`config.mk`:
```
export PLATFORM = sky130hd
export DESIGN_NAME = pipe_ctrl
export DESIGN_NICKNAME = d
export VERILOG_FILES = /design/src/rtl/pipe_ctrl.sv
export SDC_FILE = /design/constraint.sdc
export NUM_CORES = 1
export LEC_CHECK = 0
export ABC_AREA = 1
export CORE_UTILIZATION = 53
export CTS_BUF_LIST = sky130_fd_sc_hd__clkbuf_2 sky130_fd_sc_hd__clkbuf_4 sky130_fd_sc_hd__clkbuf_8
export CTS_CLUSTER_DIAMETER = 100
export DETAILED_ROUTE_END_ITERATION = 8
export GPL_ROUTABILITY_DRIVEN = 0
export PLACE_DENSITY = 0.87
export SETUP_SLACK_MARGIN = 0.3
export SYNTH_ARGS = -nofsm -noshare
export SYNTH_HDL_FRONTEND = slang
export SYNTH_SLANG_ARGS = --single-unit
```
`constraint.sdc`:
```
create_clock -name clk -period 13.3 [get_ports clk]
set_input_delay 2.66 -clock clk [delete_from_list [all_inputs] [get_ports clk]]
set_output_delay 2.66 -clock clk [all_outputs]
set_load 0.1 [all_outputs]
```
`src/rtl/pipe_ctrl.sv`:
```
// pipe_ctrl: elastic chain of STAGES pipeline register slots carrying a
// payload plus destination-register tag, with valid/ready backpressure,
// per-slot flush, RAW hazard detection and operand forwarding.
//
// Build option: define PIPE_CTRL_FWD_EN to enable forwarding with
// load-use-only stalling. Without it the block is interlock-only: any
// in-flight writer of a source register stalls the incoming instruction
// and the fwd* outputs are tied to zero.
module pipe_ctrl #(
  parameter int WIDTH  = 32,
  parameter int STAGES = 4,
  parameter int REGW   = 5
) (
  input  logic                      clk,
  input  logic                      rst_n,
  input  logic                      in_valid,
  output logic                      in_ready,
  input  logic [WIDTH-1:0]          in_data,
  input  logic [REGW-1:0]           in_rd,
  input  logic                      in_wen,
  input  logic                      in_load,
  input  logic [REGW-1:0]           in_rs1,
  input  logic [REGW-1:0]           in_rs2,
  input  logic [STAGES-1:0]         flush_mask,
  output logic                      out_valid,
  input  logic                      out_ready,
  output logic [WIDTH-1:0]          out_data,
  output logic [REGW-1:0]           out_rd,
  output logic                      out_wen,
  output logic                      fwd1_hit,
  output logic                      fwd2_hit,
  output logic [WIDTH-1:0]          fwd1_data,
  output logic [WIDTH-1:0]          fwd2_data,
  output logic [$clog2(STAGES)-1:0] fwd1_stage,
  output logic [$clog2(STAGES)-1:0] fwd2_stage
);

  localparam int SW = $clog2(STAGES);

  // Slot state. Only the valid bits are reset; the payload fields are
  // meaningless while their slot is empty.
  logic [STAGES-1:0] valid_reg;
  logic [STAGES-1:0] valid_next;
  logic [WIDTH-1:0]  data_reg [STAGES];
  logic [REGW-1:0]   rd_reg   [STAGES];
  logic [STAGES-1:0] wen_reg;
  logic [STAGES-1:0] load_reg;

  // rdy[k]: slot k can take a new occupant at the next edge.
  logic [STAGES-1:0] rdy;

  // Per-slot source-register matches against the waiting instruction.
  logic [STAGES-1:0] match1;
  logic [STAGES-1:0] match2;

  logic haz1;
  logic haz2;
  logic hazard;

  // Ready chain from the output back to slot 0, so an empty slot fills
  // even while an older slot is stalled (bubbles compress).
  always_comb begin
    rdy = '0;
    rdy[STAGES-1] = !valid_reg[STAGES-1] || out_ready;
    for (int k = STAGES - 2; k >= 0; k--) begin
      rdy[k] = !valid_reg[k] || rdy[k+1];
    end
  end

  // Match detection per slot; register 0 is hard-wired and never matches.
  genvar gi;
  generate
    for (gi = 0; gi < STAGES; gi++) begin : g_match
      assign match1[gi] = valid_reg[gi] && wen_reg[gi] &&
                          (rd_reg[gi] != '0) && (rd_reg[gi] == in_rs1);
      assign match2[gi] = valid_reg[gi] && wen_reg[gi] &&
                          (rd_reg[gi] != '0) && (rd_reg[gi] == in_rs2);
    end
  endgenerate

`ifdef PIPE_CTRL_FWD_EN
  logic          sel1_found;
  logic          sel2_found;
  logic [SW-1:0] sel1_idx;
  logic [SW-1:0] sel2_idx;
  logic [WIDTH-1:0] sel1_data;
  logic [WIDTH-1:0] sel2_data;

  // Youngest-match select: scan oldest to youngest so the lowest index wins.
  always_comb begin
    sel1_found = 1'b0;
    sel2_found = 1'b0;
    sel1_idx   = '0;
    sel2_idx   = '0;
    sel1_data  = '0;
    sel2_data  = '0;
    for (int k = STAGES - 1; k >= 0; k--) begin
      if (match1[k]) begin
        sel1_found = 1'b1;
        sel1_idx   = SW'(k);
        sel1_data  = data_reg[k];
      end
      if (match2[k]) begin
        sel2_found = 1'b1;
        sel2_idx   = SW'(k);
        sel2_data  = data_reg[k];
      end
    end
  end

  // A load still in slot 0 has no result yet: that is the only stall case.
  assign haz1 = match1[0] && load_reg[0];
  assign haz2 = match2[0] && load_reg[0];

  assign fwd1_hit   = sel1_found && !haz1;
  assign fwd2_hit   = sel2_found && !haz2;
  assign fwd1_data  = fwd1_hit ? sel1_data : '0;
  assign fwd2_data  = fwd2_hit ? sel2_data : '0;
  assign fwd1_stage = fwd1_hit ? sel1_idx  : '0;
  assign fwd2_stage = fwd2_hit ? sel2_idx  : '0;
`else
  // The load flag only matters when forwarding is available.
  logic unused_load;
  assign unused_load = ^load_reg;

  // Without forwarding any in-flight writer of a source is a hazard.
  assign haz1 = |match1;
  assign haz2 = |match2;

  assign fwd1_hit   = 1'b0;
  assign fwd2_hit   = 1'b0;
  assign fwd1_data  = '0;
  assign fwd2_data  = '0;
  assign fwd1_stage = '0;
  assign fwd2_stage = '0;
`endif

  assign hazard   = haz1 || haz2;
  assign in_ready = rdy[0] && !hazard;

  // Next occupancy: advance where ready, then apply flush with top priority.
  always_comb begin
    valid_next = valid_reg;
    if (rdy[0]) begin
      // A stalled instruction leaves a bubble behind in slot 0.
      valid_next[0] = in_valid && in_ready;
    end
    for (int k = 1; k < STAGES; k++) begin
      if (rdy[k]) begin
        valid_next[k] = valid_reg[k-1];
      end
    end
    valid_next = valid_next & ~flush_mask;
  end

  // Occupancy register; reset drops every in-flight instruction at once.
  always_ff @(posedge clk or negedge rst_n) begin
    if (!rst_n) begin
      valid_reg <= '0;
    end else begin
      valid_reg <= valid_next;
    end
  end

  // Payload shift: each slot captures its predecessor whenever it is ready.
  always_ff @(posedge clk) begin
    if (rdy[0]) begin
      data_reg[0] <= in_data;
      rd_reg[0]   <= in_rd;
      wen_reg[0]  <= in_wen;
      load_reg[0] <= in_load;
    end
    for (int k = 1; k < STAGES; k++) begin
      if (rdy[k]) begin
        data_reg[k] <= data_reg[k-1];
        rd_reg[k]   <= rd_reg[k-1];
        wen_reg[k]  <= wen_reg[k-1];
        load_reg[k] <= load_reg[k-1];
      end
    end
  end

  // Output view of the oldest slot; held while stalled since rdy is low.
  assign out_valid = valid_reg[STAGES-1];
  assign out_data  = data_reg[STAGES-1];
  assign out_rd    = rd_reg[STAGES-1];
  assign out_wen   = wen_reg[STAGES-1];

endmodule

```
== Word-level counts from Yosys, hierarchy flattened ==
Memory sizes are Yosys's and may differ from the RTL's.
Index checks and enable logic that the tools add are counted.

* Output and inout bits: 110
* Input port bits: 57
* RAM bits: 148
* Flip-flop bits (word level): 8
* Memories kept: 2

{| class="wikitable"
|+ Memories
! memory !! depth !! bits a word !! rd ports !! clocked after Yosys merged registers in !! write ports !! line !! source
|-
| data_reg || 4 || 32 || 4 || 0 || 4 || 44 || <nowiki>logic [WIDTH-1:0] data_reg [STAGES];</nowiki>
|-
| rd_reg || 4 || 5 || 4 || 0 || 4 || 45 || <nowiki>logic [REGW-1:0] rd_reg [STAGES];</nowiki>
|}

* Equal/unequal tests: 8
* Mux-type cells: 12
* Reductions and logical operators: 34
* Bitwise gates (word level): 2

{| class="wikitable"
|+ Operators by type and width
! cell !! number
|-
| $eq 5x5->1 || 8
|-
| $reduce_bool 5->1 || 4
|-
| $logic_and 1x1->1 || 18
|-
| $mux 1 || 12
|-
| $reduce_or 4->1 || 2
|-
| $logic_not 1->1 || 5
|-
| $logic_or 1x1->1 || 5
|-
| $and 4x4->4 || 1
|-
| $not 4->4 || 1
|}

== Depth between registers and ports, before layout ==
Gate-level depths: netlist (run 1).
An unclocked memory read counts as a cell.

* Depth after elaboration: 11
* Mapped depth: 13
* Mapped depth without buffers: 13

== Worst setup path before layout (run 1) ==
Ideal clock, no wire load.

* Path kind: input to output
* Start: in out_ready
* End: out in_ready
* Cell stages on the path: 8
* Slack: 3.912 ns
* Buffers on the path: 0
* Arrival time: 6.728 ns
* Path through: nor2_1 > inv_1 > nor2_1 > inv_1 > nor2_1 > inv_1 > nor2_1 > nor2_1

* Cells in the longest elaborated chain, start to end: 5

{| class="wikitable"
|+ RTL lines
! what !! line !! source
|-
| from (decl) || 26 || <nowiki>input logic out_ready,</nowiki>
|-
| $logic_or 1x1->1 || 64 || <nowiki>rdy[STAGES-1] = !valid_reg[STAGES-1] || out_ready;</nowiki>
|-
| named net rdy[3] || 50 || <nowiki>logic [STAGES-1:0] rdy;</nowiki>
|-
| $logic_or 1x1->1 || 66 || <nowiki>rdy[k] = !valid_reg[k] || rdy[k+1];</nowiki>
|-
| named net rdy[2] || 50 ||
|-
| $logic_or 1x1->1 || 66 ||
|-
| named net rdy[1] || 50 ||
|-
| $logic_or 1x1->1 || 66 ||
|-
| $logic_and 1x1->1 || 139 || <nowiki>assign in_ready = rdy[0] && !hazard;</nowiki>
|-
| to (decl) || 17 || <nowiki>output logic in_ready,</nowiki>
|}

The timed path passes the listed nets, and every way through them passes these cells.

== Final worst setup path (run 1) ==
Same ends and word-level chain as after synthesis.

==> results of run 1 <==
cells by family after synthesis:
family	count (synthesis)
AND/OR/NAND/NOR	101
XOR/XNOR	26
flip-flops	156
buffers and inverters	112
AO/OA/AOI/OAI	6
other	1
power breakdown:
group,total [uW],internal (uW),switching (uW)
logic,190,33.3,157
clock network,354,188,166
registers,575,565,10.6
layer usage:
layer  up-vias  wire length, um  global-route usage (%)
li1       1441                -                       -
met1      1443             3360                    17.4
met2       119             4920                    27.5
met3        22              454                    5.91
met4         0              219                    8.88
met5         -                0                       0
final cells by class:
cell class,count,area (sq um)
Fill cell,766,3630
Inverter,39,146
Clock inverter,14,169
Timing Repair Buffer,99,981
Clock buffer,18,241
Sequential cell,156,4660
Tap cell,140,175
Multi-Input combinational cell,203,930
cell usage in the layout, fill, tap and decap left out:
master,n
nor2_1,30
clkinv_1,6
o21bai_1,1
xor2_1,15
xnor2_1,11
nand3_1,7
clkdlybuf4s50_1,95
clkbuf_8,17
clkinv_2,2
edfxtp_1,152
inv_1,35
nand3b_1,2
a21oi_1,3
inv_6,2
nand3_2,1
clkbuf_4,1
buf_4,4
o21ai_0,2
conb_1,70
clkinv_4,5
nand4_1,2
nand2_1,59
bufinv_16,3
dfrtp_1,4
metrics by stage:
stage,std cells,setup WS (ns),instance area [sq um],hold slack (ns)
final,669,4.89,7310,0.419
after global routing,669,4.69,7310,0.422
after CTS,669,4.85,7310,0.416
after detailed placement,637,4.88,6900,0.405
after global placement,637,4.98,6900,0.401
after floorplan,471,3.91,6280,0.400
worst max-delay path by stage:
stage,start,endpoint,slack (ns),depth (start not counted)
after floorplan,out_ready,in_ready,3.91,8
after global placement,out_ready,in_ready,4.98,12
after detailed placement,out_ready,in_ready,4.88,12
after CTS,out_ready,in_ready,4.85,12
after global routing,out_ready,in_ready,4.69,12
final,out_ready,in_ready,4.89,12
worst reg2reg max path, stage by stage (launching register included):
cell and delay, ns:
dfrtp_1 0.37, inv_1 0.04, nor2_1 0.08, clkinv_1 0.06, buf_4 0.29, nor2_1 0.19
clkinv_1 0.08, buf_4 0.30, nor2_1 0.19, clkinv_1 0.11, nor2_1 0.18, clkinv_1 0.55
buf_4 0.47
==> flow_summary.json, run 1 <==
{
  "gr-total-overflow": 0,
  "status": "completed",
  "leakagePower_uw": 0.00300,
  "yosysMostFrequentCell": "edfxtp_1",
  "hold_end": "data_reg[1][29]",
  "tightestPinTransition_ns": 1.01,
  "cts.sinks": 156,
  "synth_warnings": 0,
  "drc_errors": 0,
  "drt-wirelength-per-cell_um": 13.4,
  "synthTopCellsByCount": "edfxtp_1 (152), buf_4 (70), nand2_1 (59)",
  "synth_area_per_cell_sq_um": 15.0,
  "skew_ns": 0.00993,
  "worstHoldPathCells": 0,
  "dp_hpwl_um": 6300,
  "rrSetupSlack_ns": 10.11,
  "fmax_mhz": 119,
  "syn_area_sq_mm": 0.00602,
  "path_clk_slew_ns": 0.08,
  "rsz0062_at_grt": "no",
  "rows": 38,
  "post_cts_resized": 0,
  "fin_util_pct": 66.8,
  "setup_viol": 0,
  "r2r-end": "wen_reg[0]",
  "viasPerCell": 4.52,
  "synth_cell_type_count": 17,
  "drt_pass1_iterations": 4,
  "crit_type": "in2out",
  "worst_ep_arrival_time_ns": 5.75,
  "reg2reg_depth": 12,
  "antenna_cells": 0,
  "grt_max_degree": 41,
  "synthCells": 402,
  "htree_levels": 4,
  "cts_max_path_buffers": 2,
  "synthArstFlopShare_pct": 2.56,
  "hold_viol": 0,
  "power_density_mw_per_mm2": 153,
  "rr_startpoint": "valid_reg[3]",
  "wl_um": 8950,
  "die_h_um": 109,
  "hp-start": "data_reg[0][29]",
  "startpoint_type": "primary input",
  "cts_made_buffers": 17,
  "critical_path.top_delay_family": "buffers and inverters",
  "post-cts-setup-buffer-count": 0,
  "ctsHoldBuffers": 0,
  "peakVddDrop_mv": 0.0841,
  "drv_cap": 0,
  "clock_latency_ns": 0.43,
  "cts_tree": "done",
  "antenna_left": 0,
  "io_buffers": 95,
  "fin_crit_sh_pct": 63.2,
  "vias": 3025,
  "max_slew_margin_pct": 32.2,
  "clockRootBuffer": "clkbuf_8",
  "drt_iter0_markers": 153,
  "syn_to_final_growth_pct": 21.3,
  "synth-simple-area-share_pct": 6.75,
  "grt_pass1_vias": 2958,
  "crit_required_ns": 10.64,
  "cpMostUsedCell": "nor2_1",
  "grt_pass1_wl_um": 13500,
  "drv_slew": 0,
  "coreArea_sq_mm": 0.0109,
  "hold_path_class": "reg2reg",
  "finalCriticalPeriod_ns": 8.41,
  "synth_edf_count": 152,
  "synthFlopType": "edfxtp_1",
  "finalPower_uw": 1120,
  "fin_setup_tns_ns": 0,
  "largest_reg_flops": 128,
  "synthMuxAreaShare_pct": 0,
  "synthTopCellsByArea": "edfxtp_1 (76%), buf_4 (8.7%), nand2_1 (3.7%)",
  "drive_above_1_share_pct": 6.62,
  "ios": 167,
  "yosysTopAreaCell": "edfxtp_1",
  "worst-path-max-fanout": 40,
  "fp.dieW_um": 109,
  "crit_buf_inv": 7,
  "start_util_pct": 55.1,
  "ys_ff_latch": 156,
  "max_stage_delay_ns": 1.14,
  "critPathCaptureType": "output pin",
  "worstPathCellList": "clkdlybuf4s50_1, nor2_1, clkinv_1, buf_4, nor2_1, clkinv_1, buf_4, nor2_1, clkinv_1, nor2_1, nor2_1, clkdlybuf4s50_1",
  "antenna_found_initial": 0,
  "netlist.area_leader.share_pct": 75.8,
  "die_area_sq_mm": 0.0118,
  "synth_adder_area_share_pct": 0,
  "synth_compound_area_share_pct": 0.540,
  "synth_top_family_by_area": "buffers and inverters",
  "critPathSlowestCell": "clkdlybuf4s50_1",
  "grt_usage_pct": 16.1,
  "synth-xor-area-share_pct": 3.78,
  "ys_seq_area_share_pct": 77.5,
  "layout.nets": 573
}
Note: power is estimated with default switching activity, not from simulation.
==> run 2: changes to the inputs <==
--- a/config.mk
+++ b/config.mk
@@ -6,12 +6,12 @@
 export NUM_CORES = 1
 export LEC_CHECK = 0
 export ABC_AREA = 1
-export CORE_UTILIZATION = 53
+export CORE_UTILIZATION = 45
 export CTS_BUF_LIST = sky130_fd_sc_hd__clkbuf_2 sky130_fd_sc_hd__clkbuf_4 sky130_fd_sc_hd__clkbuf_8
 export CTS_CLUSTER_DIAMETER = 100
 export DETAILED_ROUTE_END_ITERATION = 8
 export GPL_ROUTABILITY_DRIVEN = 0
-export PLACE_DENSITY = 0.87
+export PLACE_DENSITY = 0.79
 export SETUP_SLACK_MARGIN = 0.3
 export SYNTH_ARGS = -nofsm -noshare
 export SYNTH_HDL_FRONTEND = slang
==> constraint.sdc (replaced) <==
create_clock -name clk -period 7.5 [get_ports clk]
set_input_delay 1.5 -clock clk [delete_from_list [all_inputs] [get_ports clk]]
set_output_delay 1.5 -clock clk [all_outputs]
set_load 0.1 [all_outputs]
==> run 2 against run 1 <==
  * Via count fell by 0.83%
  * Clock power grew 63%
  * Hold slack worse by 0.0058 ns
  * Power up 73%
  * Combinational power up 77%
  * Critical path depth is 1 lower
  * Sequential cell count did not move
  * Count of clock-buffer cells in the layout is the same
  * Critical path type unchanged
==> flow_summary.json, run 2 (synthesis results as in run 1) <==
{
  "place_ws_ns": 2.73,
  "die_area_sq_mm": 0.0138,
  "multiInputGateArea_sq_um": 930,
  "drt_iter0_markers": 174,
  "gr-total-overflow": 0,
  "dp_hpwl_um": 6460,
  "crit_type": "in2out",
  "drv_slew": 0,
  "setup_viol": 0,
  "path_clk_slew_ns": 0.08,
  "vias": 3000,
  "crit_required_ns": 6.00,
  "grt_max_degree": 41,
  "start_util_pct": 47.0,
  "htree_levels": 4,
  "grt_usage_pct": 14.3,
  "fmax_mhz": 209,
  "die_h_um": 118,
  "rsz0062_at_grt": "no",
  "fill_cells": 1011,
  "cts_tree": "done",
  "cts_max_path_buffers": 2,
  "worst-path-max-fanout": 40,
  "layout.nets": 573,
  "peakVddDrop_mv": 0.139,
  "grt_pass1_wl_um": 15000,
  "fp.dieW_um": 118,
  "tightestPinTransition_ns": 1.00,
  "rows": 41,
  "cts.sinks": 156,
  "post_cts_resized": 0,
  "final_common_cell": "edfxtp_1",
  "setup.worst_path.start": "out_ready",
  "seq_area_sq_mm": 0.00466,
  "most-common-layout-cells": "edfxtp_1 (152), clkdlybuf4s50_1 (94), conb_1 (70), nand2_1 (59), inv_1 (37)",
  "hold_path_class": "reg2reg",
  "wl_um": 9340,
  "drt_pass1_iterations": 4,
  "ios": 167,
  "antenna_left": 0,
  "hold_viol": 0,
  "status": "completed",
  "startpoint_type": "primary input",
  "drive_above_1_share_pct": 6.63,
  "worst_ep_arrival_time_ns": 3.29,
  "clockRootBuffer": "clkbuf_8",
  "fin_crit_sh_pct": 63.8,
  "fin_setup_tns_ns": 0,
  "coreArea_sq_mm": 0.0128,
  "io_buffers": 95,
  "skew_ns": 0.00845,
  "drv_cap": 0,
  "drc_errors": 0,
  "clock_latency_ns": 0.41,
  "grt_pass1_vias": 2987,
  "syn_to_final_growth_pct": 21.3,
  "antenna_cells": 0,
  "ctsHoldBuffers": 0,
  "critPathCaptureType": "output pin",
  "cts_made_buffers": 17,
  "power_density_mw_per_mm2": 265,
  "post-cts-setup-buffer-count": 0,
  "setup_ws_ns": 2.71,
  "finalCriticalPeriod_ns": 4.79,
  "drt-wirelength-per-cell_um": 13.3,
  "leakagePower_uw": 0.00297,
  "hp-start": "data_reg[1][14]",
  "viasPerCell": 4.29,
  "max_slew_margin_pct": 32.9,
  "antenna_found_initial": 0,
  "rr_startpoint": "valid_reg[3]",
  "largest_reg_flops": 128
}
-- run 2: where the power goes --
| group | total, uW | internal [uW] | leakage, uW | switching, uW |
|---|---|---|---|---|
| clock | 578 | 293 | 0.000179 | 285 |
| sequential | 1020 | 1000 | 0.00166 | 19.6 |
| combinational | 337 | 59.1 | 0.00113 | 278 |
| total | 1940 | 1350 | 0.00297 | 582 |
-- run 2: routing by layer --
metal / track usage [%] / share of wire, % / vias to the layer above
met5: 0 / 0 / -
met4: 6.17 / 1.7 / 0
met3: 4.84 / 6.3 / 12
met2: 23.1 / 51 / 130
met1: 17.4 / 40 / 1418
li1: - / - / 1440
-- run 2: per-stage QoR --
stage | hold WS (ns) | utilization [%] | cell area [sq um] | power, uW | cells
floorplan | 0.400 | - | 6280 | 1340 | 471
detailed placement | 0.405 | 54.1 | 6930 | 1380 | 669
finish | 0.413 | 56.9 | 7300 | 1940 | 700
CTS | 0.415 | 56.9 | 7300 | 1960 | 700
global route | 0.420 | 56.9 | 7300 | 2010 | 700
global placement | 0.400 | 54.1 | 6930 | 1370 | 669
-- run 2: final timing paths --
kind	to	slack [ns]	cells after the start
min reg2reg	data_reg[2][14]	0.41	0
min	data_reg[2][14]	0.41	0
max reg2reg	data_reg[0][29]	5.19	11
max	in_ready	2.71	11
min in group asynchronous	valid_reg[2]	1.28	1
max in group asynchronous	valid_reg[1]	6.05	1
-- run 2: layout make-up --
cell class                      instances  share of cell area [%]
Sequential cell                       156                    63.9
Timing Repair Buffer                   99                    13.4
Multi-Input combinational cell        203                    12.7
Clock buffer                           18                    3.31
Tap cell                              172                    2.95
Inverter                               39                    2.00
Clock inverter                         13                    1.73
-- run 2: critical path: stages --
cell,delay [ns]
clkdlybuf4s50_1,0.40
nor2_1,0.14
clkinv_1,0.09
buf_4,0.29
nor2_1,0.16
clkinv_1,0.09
nor2_1,0.09
inv_1,0.05
nor2_1,0.16
nor2_1,0.07
buf_4,0.23
